File: config.mk
export PLATFORM = sky130hd
export DESIGN_NAME = flop_r
export DESIGN_NICKNAME = d
export VERILOG_FILES = /design/src/rtl/flop_r_pkg.sv /design/src/rtl/flop_r_bit.sv /design/src/rtl/flop_r.sv
export SDC_FILE = /design/constraint.sdc
export NUM_CORES = 1
export LEC_CHECK = 0
export CAP_MARGIN = 20
export CORE_AREA = 10 10 70 72
export CTS_CLUSTER_DIAMETER = 40
export DETAILED_ROUTE_END_ITERATION = 12
export DIE_AREA = 0 0 80 82
export DONT_BUFFER_PORTS = 1
export PLACE_DENSITY = 0.77
export SETUP_SLACK_MARGIN = 0.1
export SYNTH_ARGS = -nofsm -noshare
export SYNTH_HDL_FRONTEND = slang
export SYNTH_SLANG_ARGS = --single-unit
File: constraint.sdc
create_clock -name clk -period 0.8 [get_ports clk]
set_input_delay 0.12 -clock clk [delete_from_list [all_inputs] [get_ports clk]]
set_output_delay 0.12 -clock clk [all_outputs]
set_load 0.02 [all_outputs]
File: src/rtl/flop_r_pkg.sv
`default_nettype none
// ============================================================================
// Module      : flop_r_pkg
// Description : Shared width limits and word type for the flop_r register.
// Revision    : 1.0 - initial release
// ============================================================================
package flop_r_pkg;

    // Default datapath width (PC register and similar state).
    localparam int unsigned FLOP_R_DEFAULT_W = 64;

    // Widest register the block is expected to be built at.
    localparam int unsigned FLOP_R_MAX_W     = 128;

    // Convenience type for a default-width datapath word.
    typedef logic [FLOP_R_DEFAULT_W-1:0] word_t;

endpackage : flop_r_pkg
`default_nettype wire

File: src/rtl/flop_r_bit.sv
`default_nettype none
// ============================================================================
// Module      : flop_r_bit
// Description : Single-bit D flop with asynchronous active-low reset; the
//               value loaded during reset comes from the rst_val_i input so
//               each bit of a wider register can have its own reset value.
// Revision    : 1.0 - initial release
// ============================================================================
module flop_r_bit (
    input  logic clk,
    input  logic reset,
    input  logic rst_val_i,
    input  logic d_i,
    output logic q_o
);

    logic bit_q;

    // Hold the reset value while reset is low, otherwise capture d on each edge.
    always_ff @(posedge clk or negedge reset) begin
        if (!reset) begin
            bit_q <= rst_val_i;
        end else begin
            bit_q <= d_i;
        end
    end

    assign q_o = bit_q;

endmodule : flop_r_bit
`default_nettype wire

File: src/rtl/flop_r.sv
`default_nettype none
// ============================================================================
// Module      : flop_r
// Description : Parameterized N-bit D register with asynchronous active-low
//               reset. Built from N flop_r_bit cells, bit i resetting to
//               RESET_VAL[i]. No enable: every rising edge out of reset loads d.
//               Define FLOP_R_ASSERT_EN to compile in simulation assertions
//               (reset value held, one-cycle capture, legal width).
// Revision    : 1.0 - initial release
// ============================================================================
module flop_r
    import flop_r_pkg::*;
#(
    parameter int unsigned  N         = FLOP_R_DEFAULT_W,
    parameter logic [N-1:0] RESET_VAL = '0
) (
    input  logic         clk,
    input  logic         reset,
    input  logic [N-1:0] d,
    output logic [N-1:0] q
);

    // One independent flop per bit; all share the same clock and reset.
    generate
        for (genvar gi = 0; gi < N; gi++) begin : g_bit
            flop_r_bit u_bit (
                .clk       (clk),
                .reset     (reset),
                .rst_val_i (RESET_VAL[gi]),
                .d_i       (d[gi]),
                .q_o       (q[gi])
            );
        end
    endgenerate

`ifdef FLOP_R_ASSERT_EN
    // Width must stay inside the supported range.
    generate
        if ((N < 1) || (N > FLOP_R_MAX_W)) begin : g_bad_width
            $error("flop_r: N=%0d outside legal range 1..%0d", N, FLOP_R_MAX_W);
        end
    endgenerate

    // While reset is low the output must already sit at the reset value.
    always_comb begin
        if (!reset) begin
            a_reset_async : assert (q == RESET_VAL)
                else $error("flop_r reset: d=%h q=%h expected=%h", d, q, RESET_VAL);
        end
    end

    // Reset value also observed at every clock edge during reset.
    a_reset_clk : assert property (@(posedge clk) !reset |-> (q == RESET_VAL))
        else $error("flop_r reset@clk: d=%h q=%h expected=%h", d, q, RESET_VAL);

    // Out of reset, the output reflects d sampled at the previous edge.
    a_capture : assert property (@(posedge clk) (reset && $past(reset)) |-> (q == $past(d)))
        else $error("flop_r capture: d=%h q=%h expected=%h", d, q, $past(d));
`endif

endmodule : flop_r
`default_nettype wire

==> key figures <==
Routing
  – DR iter-0 viols: 28
  – Final wirelength: 4508 microns
  – Vias per cell: 4.353
  – Via Count: 827
  – Drt pass-1 iters: 4
  – Number of remaining DRC errors: 0
  – Remaining antenna violation count: 0
  – WL per Instance: 23.73 microns

Placement
  – Placed cells: 112
  – Placement Cell Area: 1662 sq um
  – Routability Congestion: 0.6322
  – Pre-CTS WS: 0.2244 ns
  – PortBufs: 0

Synthesis
  – Post-synthesis area per instance: 16.27 sq um
  – Synth Register Bits: 64
  – Syn Inst Count: 128
  – Syn Nets: 194
  – Yosys cell types: 2
  – Synth Cell Area: 2082 sq um
  – Seq/Total Area, Yosys: 0.7692
  – Synth warnings: 0

Floorplanning
  – Die width: 80 microns
  – Initial Util: 0.5818
  – CORE AREA: 3578 sq um
  – Die ar.: 6560 sq um
  – I/O pins: 130
  – Die H: 82 microns
  – Std cell rows: 22

Final layout
  – Final Cell Area: 2534 sq um
  – Multi-input gates: 0
  – Post-layout nets: 205
  – Multi-input logic area: 0 sq um
  – Layout area overhead: 21.69%
  – Register area: 1682 sq um
  – Post-layout util: 0.7080
  – Max reg flops: 64
  – Final Non-Filler Cells: 190
  – Layout filler cell count: 228
  – Share of cells above drive strength 1: 0.5493
  – Ant. Diodes: 0

Power
  – P_leak: 1.034 nW
  – Worst vdd ir: 1.474 mV
  – Power Dens Cells: 2487 nW/um^2

Clock network
  – Sink Count: 64
  – CTS buffer count: 9
  – Reg clk slew, reported paths: 0.09 ns
  – CTS root buffer: clkbuf_4
  – # hold bufs at CTS: 64
  – CTS H-tree lvls: 3
  – Clock Path Buffers: 2
  – CTS tree: built

STA
  – Final hold violation count: 64
  – Final period utilization: 1.212
  – Fmax: 1.031 GHz
  – Final setup viols: 64
  – Slew headroom: 0.9024
  – Setup ws final: -0.1696 ns
  – Final Hold Slack: -0.5781 ns
  – Least-Margin Pin Slew: 0.1467 ns
  – Max-slew violation count: 0
  – Unrepaired setup endpoints after global routing: yes
  – Tmin final: 0.9696 ns

GRT
  – Largest net degree at the start of global routing: 65
  – Number of global-route vias before repair: 1030
  – Initial antenna violation count: 0
  – GR Overflow Total: 0
  – Aggregate global-route resource usage: 0.1421
  – First-pass GRT wire length: 6444 microns

Worst setup path
  – Req. time, crit path: 0.68 ns
  – Critical Path Source Type: flop
  – Crit path DAT: 0.85 ns
  – Crit path max fanout: 1
  – WS Path Type: reg2out
  – Worst setup EP type: primary output

Outcome
  – Violated checks: negative hold slack, negative setup slack
  – Outcome: finished, violations left

Job
  – Max Cap Viol: 0

Hold path
  – Hold Path Class: in2async
## kinds of logic (layout without fill, tap and decap cells)
| group | after synthesis | after routing | share of synthesized area |
|---|---|---|---|
| flip-flops | 64 | 64 | 0.7692 |
| buffers and inverters | 64 | 78 | 0.2308 |
## worst max-delay path by stage
stage / end / depth (start not counted) / startpoint / slack (ns)
final: q[22] / 0 / g_bit[22].u_bit.q_o$_DFF_PN0_ / -0.17
after global routing: q[25] / 0 / g_bit[25].u_bit.q_o$_DFF_PN0_ / -0.22
after CTS: q[19] / 0 / g_bit[19].u_bit.q_o$_DFF_PN0_ / -0.21
after detailed placement: q[11] / 0 / g_bit[11].u_bit.q_o$_DFF_PN0_ / 0.22
after global placement: q[12] / 0 / g_bit[12].u_bit.q_o$_DFF_PN0_ / 0.23
after floorplan: q[0] / 1 / g_bit[0].u_bit.q_o$_DFF_PN0_ / 0.20
## routing by layer
| layer | vias up | global-route usage | wire length (microns) |
|---|---|---|---|
| li1 | 348 | - | - |
| met1 | 400 | 0.1251 | 1335 |
| met5 | - | 0 | 0 |
| met2 | 72 | 0.2303 | 2437 |
| met3 | 7 | 0.1114 | 649 |
| met4 | 0 | 0.07394 | 87 |
## Yosys cell counts
cell,n,area [sq um]
dfrtp_1,64,1602
buf_4,64,480.5
## through the flow
stage	setup TNS, ns	total power, mW
final	-10.03	6.302
after global routing	-13.24	6.569
after CTS	-12.39	6.380
after detailed placement	0	3.770
after global placement	0	3.768
after floorplan	0	3.957
## power by group
group / switching [mW] / internal, mW
combinational: 0.0470 / 0.207
clock: 1.00 / 1.31
sequential: 0.303 / 3.43
total: 1.35 / 4.95
## cell usage in the layout, fill, tap and decap left out
cell type / n
dfrtp_2: 64
dlygate4sd3_1: 64
clkbuf_4: 9
bufinv_16: 2
clkinv_2: 2
clkbuf_8: 1
## timing repair
item | 4_1_cts | 5_1_grt
endpoints found under the hold margin | 128 | 64
buffers inserted | 0 | 0
gates resized for setup | 63 | 1
endpoints found under the setup margin | 64 | 64
## area by class of cell
class                 instances  area share
Clock inverter                4     0.02765
Clock buffer                 10     0.03210
Tap cell                     48     0.02370
Sequential cell              64      0.6637
Timing Repair Buffer         64      0.2528
Power figures use the tool's default switching activity.
